[src/rtl/piso_pkg.sv]
// piso_pkg: shared types for the parallel-in/serial-out transmitter.
//   piso_state_e : frame FSM states. PARITY is only reachable when the design
//                  is built with PISO_PARITY_EN defined.
package piso_pkg;

  typedef enum logic [1:0] {
    IDLE   = 2'd0,
    SHIFT  = 2'd1,
    PARITY = 2'd2
  } piso_state_e;

endpackage

[src/rtl/piso_bit_counter.sv]
// piso_bit_counter: data-bit position counter for one serial frame.
//   clk    in  : rising-edge clock
//   rst_n  in  : asynchronous active-low reset, clears the count
//   load   in  : restart the count at 0 (a new word was accepted)
//   en     in  : advance by one; holds at WIDTH-1 and never wraps
//   count  out : current bit position, $clog2(WIDTH) bits
//   last   out : count has reached WIDTH-1
module piso_bit_counter #(
  parameter int WIDTH = 8
) (
  input  logic                     clk,
  input  logic                     rst_n,
  input  logic                     load,
  input  logic                     en,
  output logic [$clog2(WIDTH)-1:0] count,
  output logic                     last
);

  localparam int CW = $clog2(WIDTH);
  localparam logic [CW-1:0] LAST_IDX = CW'(WIDTH - 1);

  assign last = (count == LAST_IDX);

  always_ff @(posedge clk or negedge rst_n) begin
    if (!rst_n) begin
      count <= '0;
    end else if (load) begin
      count <= '0;
    end else if (en && !last) begin
      count <= count + 1'b1;
    end
  end

endmodule

[src/rtl/piso_serializer.sv]
// piso_serializer: parallel-in/serial-out transmitter.
// Accepts a WIDTH-bit word over a valid/ready handshake and sends it one bit
// per clock, framed by ser_valid and ser_last. Words stream back-to-back when
// the next one is offered during the final frame cycle.
//
// Parameters:
//   WIDTH      data bits per word (>= 2)
//   LSB_FIRST  1: bit 0 goes out first; 0: bit WIDTH-1 goes out first
// Ports:
//   clk         in  : rising-edge clock
//   rst_n       in  : asynchronous active-low reset
//   load_valid  in  : load_data is valid
//   load_ready  out : a word can be accepted this cycle (decoded from state)
//   load_data   in  : word to serialize
//   ser_out     out : serial data bit (registered)
//   ser_valid   out : ser_out carries a frame bit (registered)
//   ser_last    out : final bit of the frame (registered)
// Build option:
//   PISO_PARITY_EN : append one even-parity bit to every frame; ser_last and
//                    the back-to-back load slot move to that parity cycle.
module piso_serializer
  import piso_pkg::*;
#(
  parameter int WIDTH     = 8,
  parameter bit LSB_FIRST = 1'b1
) (
  input  logic             clk,
  input  logic             rst_n,
  input  logic             load_valid,
  output logic             load_ready,
  input  logic [WIDTH-1:0] load_data,
  output logic             ser_out,
  output logic             ser_valid,
  output logic             ser_last
);

  localparam int CW = $clog2(WIDTH);
  localparam logic [CW-1:0] PRE_LAST = CW'(WIDTH - 2);

  piso_state_e      state, state_n;
  logic [WIDTH-1:0] sr, sr_n;
  logic [CW-1:0]    count;
  logic             cnt_last;
  logic             cnt_en;
  logic             accept;
  logic             ser_out_n, ser_valid_n, ser_last_n;
`ifdef PISO_PARITY_EN
  logic             par;
`endif

  // Bit that goes on the wire for a given shift-register value.
  function automatic logic head_bit(input logic [WIDTH-1:0] v);
    return LSB_FIRST ? v[0] : v[WIDTH-1];
  endfunction

  // Shift-register contents after one bit has been sent.
  function automatic logic [WIDTH-1:0] advance(input logic [WIDTH-1:0] v);
    return LSB_FIRST ? (v >> 1) : (v << 1);
  endfunction

  piso_bit_counter #(.WIDTH(WIDTH)) u_cnt (
    .clk   (clk),
    .rst_n (rst_n),
    .load  (accept),
    .en    (cnt_en),
    .count (count),
    .last  (cnt_last)
  );

`ifdef PISO_PARITY_EN
  assign load_ready = (state == IDLE) || (state == PARITY);
`else
  assign load_ready = (state == IDLE) || ((state == SHIFT) && cnt_last);
`endif

  assign accept = load_valid && load_ready;

  always_comb begin
    state_n = state;
    sr_n    = sr;
    cnt_en  = 1'b0;
    case (state)
      IDLE: begin
        if (accept) begin
          state_n = SHIFT;
          sr_n    = load_data;
        end
      end
      SHIFT: begin
        if (!cnt_last) begin
          cnt_en = 1'b1;
          sr_n   = advance(sr);
        end else begin
`ifdef PISO_PARITY_EN
          state_n = PARITY;
`else
          if (accept) begin
            sr_n = load_data;
          end else begin
            state_n = IDLE;
          end
`endif
        end
      end
      PARITY: begin
        if (accept) begin
          state_n = SHIFT;
          sr_n    = load_data;
        end else begin
          state_n = IDLE;
        end
      end
      default: state_n = IDLE;
    endcase
  end

  // Output registers are loaded with what the next state will present, so the
  // pins change on the same edge as the state and carry no input-to-output path.
  always_comb begin
    ser_valid_n = (state_n != IDLE);
    ser_out_n   = 1'b0;
    case (state_n)
      SHIFT:  ser_out_n = head_bit(sr_n);
`ifdef PISO_PARITY_EN
      PARITY: ser_out_n = par;
`endif
      default: ser_out_n = 1'b0;
    endcase
`ifdef PISO_PARITY_EN
    ser_last_n = (state_n == PARITY);
`else
    // Entering the last data bit: still shifting and the counter is one short.
    ser_last_n = (state == SHIFT) && !cnt_last && (count == PRE_LAST);
`endif
  end

  always_ff @(posedge clk or negedge rst_n) begin
    if (!rst_n) begin
      state     <= IDLE;
      sr        <= '0;
      ser_out   <= 1'b0;
      ser_valid <= 1'b0;
      ser_last  <= 1'b0;
    end else begin
      state     <= state_n;
      sr        <= sr_n;
      ser_out   <= ser_out_n;
      ser_valid <= ser_valid_n;
      ser_last  <= ser_last_n;
    end
  end

`ifdef PISO_PARITY_EN
  // Parity of the word is captured at load so the word itself can shift away.
  always_ff @(posedge clk or negedge rst_n) begin
    if (!rst_n) begin
      par <= 1'b0;
    end else if (accept) begin
      par <= ^load_data;
    end
  end
`endif

endmodule

[config.mk]
export PLATFORM = sky130hd
export DESIGN_NAME = piso_serializer
export DESIGN_NICKNAME = d
export VERILOG_FILES = /design/src/rtl/piso_pkg.sv /design/src/rtl/piso_bit_counter.sv /design/src/rtl/piso_serializer.sv
export SDC_FILE = /design/constraint.sdc
export NUM_CORES = 1
export LEC_CHECK = 0
export CAP_MARGIN = 0
export CORE_MARGIN = 4
export CORE_UTILIZATION = 51
export CTS_CLUSTER_SIZE = 28
export DETAILED_ROUTE_END_ITERATION = 10
export HOLD_SLACK_MARGIN = 0.02
export PLACE_DENSITY = 0.88
export SLEW_MARGIN = 10
export SYNTH_ARGS = -nofsm -noshare
export SYNTH_HDL_FRONTEND = slang
export SYNTH_SLANG_ARGS = --single-unit
[constraint.sdc]
create_clock -name clk -period 3.7 [get_ports clk]
set_clock_uncertainty 0.15 [all_clocks]
set_input_delay 0.74 -clock clk [delete_from_list [all_inputs] [get_ports clk]]
set_output_delay 0.74 -clock clk [all_outputs]
set_load 0.01 [all_outputs]
==> flow_metrics.py <==
metrics = {
    "global_routing": {
        "grt_use_met2_pct": 26.5,
        "grt_pass1_vias": 574,
        "grt_start_max_net_pins": 16,
        "grt_use_met3_pct": 2.77,
        "grt_remaining_overflow": 0,
        "grtUsageMet1_pct": 20.0,
        "gr-usage-all-layers_pct": 15.8,
        "antenna_found_initial": 0,
        "grt.busiest_layer": "met2",
        "grt_pass1_wl_um": 2430,
    },
    "status": {
        "status": "completed",
    },
    "layout": {
        "register_area_um2": 375,
        "final_layout_size_suffix_gt1_share_pct": 6.98,
        "fillers": 110,
        "antenna_cells": 0,
        "multi_input_area_um2": 299,
        "area_growth_pct": 21.0,
        "final_nets": 101,
        "final_util_pct": 66.7,
        "fin_area_um2": 878,
    },
    "drt": {
        "detail-route-antenna-nets": 0,
        "via_count": 576,
        "drc": 0,
        "routed_wirelength_um": 1390,
        "wl_per_cell_um": 13.8,
        "drt_iter0_markers": 15,
        "viasPerCell": 5.70,
        "first_pass_iters": 4,
    },
    "sta": {
        "slew_headroom_pct": 54.0,
        "tns_ps": 0,
        "setup_viol": 0,
        "finalMaxSlewViolations": 0,
        "whs_ps": 347,
        "hold_violations": 0,
        "min_period_ps": 2760,
        "rsz0062_at_grt": "false",
        "fmax_ghz": 0.362,
        "fin_crit_sh_pct": 74.6,
        "worstMarginPinSlew_ps": 688,
    },
    "floorplanning": {
        "io-pin-count": 15,
        "core_mm2": 0.00132,
        "die_w_um": 45.7,
        "fp.dieH_um": 45.7,
        "die_area_mm2": 0.00209,
        "start_util_pct": 55.1,
        "rows": 13,
    },
    "clock_tree": {
        "cts_tree": "done",
        "cts_hold_buf": 0,
        "h-tree-depth": 1,
        "clk_pin_slew_worst_paths_ps": 80,
        "cts.sinks": 15,
        "numCtsBuffers": 3,
        "post_cts_buffers": 0,
        "cts_buffer_depth": 2,
        "clk_latency_ps": 280,
        "postCtsResizedCells": 0,
        "cts-root-buf": "clkbuf_4",
    },
    "power_and_ir_drop": {
        "internal_power_mw": 0.264,
        "sw_frac_of_total_pct": 27.3,
        "seqPwrFrac_pct": 55.9,
        "switching_power_mw": 0.0989,
        "p_leak_nw": 0.400,
        "vdd_drop_max_uv": 275,
        "clock_power_share_pct": 25.4,
        "power_density_mw_per_mm2": 413,
        "combPwrFrac_pct": 18.8,
        "p_total_mw": 0.363,
    },
    "logic_synthesis": {
        "yosysWarnings": 0,
        "synthTopCellsByArea": "dfrtp_1 52%, a32oi_1 7.2%, nand2_1 6.7%, ha_1 5.2%, o22ai_1 4.3%",
        "syn-num-nets": 86,
        "ys_seq_area_share_pct": 51.7,
        "synth_top_area_cell": "dfrtp_1",
        "synth_top_area_share_pct": 51.7,
        "synth_seq_cells": 15,
        "avgSynthCellArea_um2": 10.1,
        "synth_area_um2": 726,
        "ys_top_cells_by_count": "15 x dfrtp_1, 13 x nand2_1, 6 x a32oi_1, 5 x o22ai_1, 4 x inv_1",
        "postSynth.asyncResetShare_pct": 100,
        "yosysMostFrequentCell": "dfrtp_1",
        "syn_inst": 72,
        "synth_cell_type_count": 25,
        "ys.flop_type": "dfrtp_1",
        "synth_edf_count": 0,
    },
    "place": {
        "dp_hpwl_um": 1000,
        "postPlaceCellArea_um2": 852,
        "portBuffers": 14,
        "place.gp.congestion": 0.808,
    },
    "critical_path": {
        "cp-end-kind": "output port",
        "critical_path.startpoint": "u_cnt.count[1]$_DFFE_PN0P_",
        "worst-setup-path-type": "flop to output port",
        "cp.arrival_ps": 1870,
        "crit_path_max_fanout": 5,
        "startpoint_type": "flop",
        "timing.rr.start": "u_cnt.count[1]$_DFFE_PN0P_",
        "critPathRequiredTime_ps": 2810,
    },
    "flow_run": {
        "drv_cap": 0,
    },
    "worst_hold_path": {
        "hold_path.class": "flop to flop",
        "hold_start": "sr[7]$_DFFE_PN0N_",
    },
}
-- sequential cells by signal (all words and copies together) (netlist names) --
signal       cells
sr               7
state            2
ser_last         1
ser_valid        1
ser_out          1
u_cnt.count      3
-- power groups by stage --
stage               Sequential, mW  Clock [mW]  Combinational (mW)
floorplan                    0.200           0              0.0475
global placement             0.205           0              0.0670
detailed placement           0.206           0              0.0691
CTS                          0.203      0.0947              0.0695
global route                 0.207       0.102              0.0773
finish                       0.203      0.0921              0.0680
-- worst max-delay path: stages (launching register included) --
cell and delay, ps:
dfrtp_1 400, ha_1 190, ha_1 230, nor2b_1 220, nor2_1 70, clkdlybuf4s50_1 480
-- final timing paths --
| kind | end | cells after the start | slack, ps |
|---|---|---|---|
| max | load_ready | 5 | 940 |
| min | sr[7]$_DFFE_PN0N_ | 1 | 350 |
| max reg2reg | u_cnt.count[0]$_DFFE_PN0P_ | 5 | 1990 |
| min reg2reg | sr[7]$_DFFE_PN0N_ | 1 | 350 |
| max in group asynchronous | state[0]$_DFF_PN0_ | 1 | 2240 |
| min in group asynchronous | sr[1]$_DFFE_PN0N_ | 1 | 720 |
-- stage by stage --
step | setup WS (ps) | std cells
after floorplan | 1750 | 72
after global placement | 1280 | 97
after detailed placement | 1250 | 97
after CTS | 922 | 101
after global routing | 822 | 101
final | 940 | 101
-- cell families after synthesis --
family	after synthesis	synth area share, %
AO/OA/AOI/OAI	18	18.4
multiplexers	1	1.55
AND/OR/NAND/NOR	25	15.5
flip-flops	15	51.7
buffers and inverters	9	7.07
adder cells (fa/ha/maj)	3	5.17
other	1	0.517
-- cells in the final DEF (no fill, tap or decap), drive strengths merged, types with 2 or more instances in the layout --
cell type and instances:
nand2b 2, o21ai 3, clkdlybuf4s50 14, nand3 2, clkbuf 4, a32oi 6
nor2b 2, ha 3, nand2 13, dfrtp 15, nor2 3, inv 5
o22ai 5
-- layer usage --
layer  vias up  share of wire, %
met1       272                45
met3         5               6.5
met5         -                 0
li1        283                 -
met2        16                46
met4         0               2.0
-- cell type report --
cell class | count | share of cell area, %
Sequential cell | 15 | 42.7
Clock buffer | 4 | 2.99
Timing Repair Buffer | 14 | 16.0
Tap cell | 15 | 2.14
Multi-Input combinational cell | 48 | 34.0
Inverter | 5 | 2.14
No activity file was read; power rests on OpenSTA's default activity.
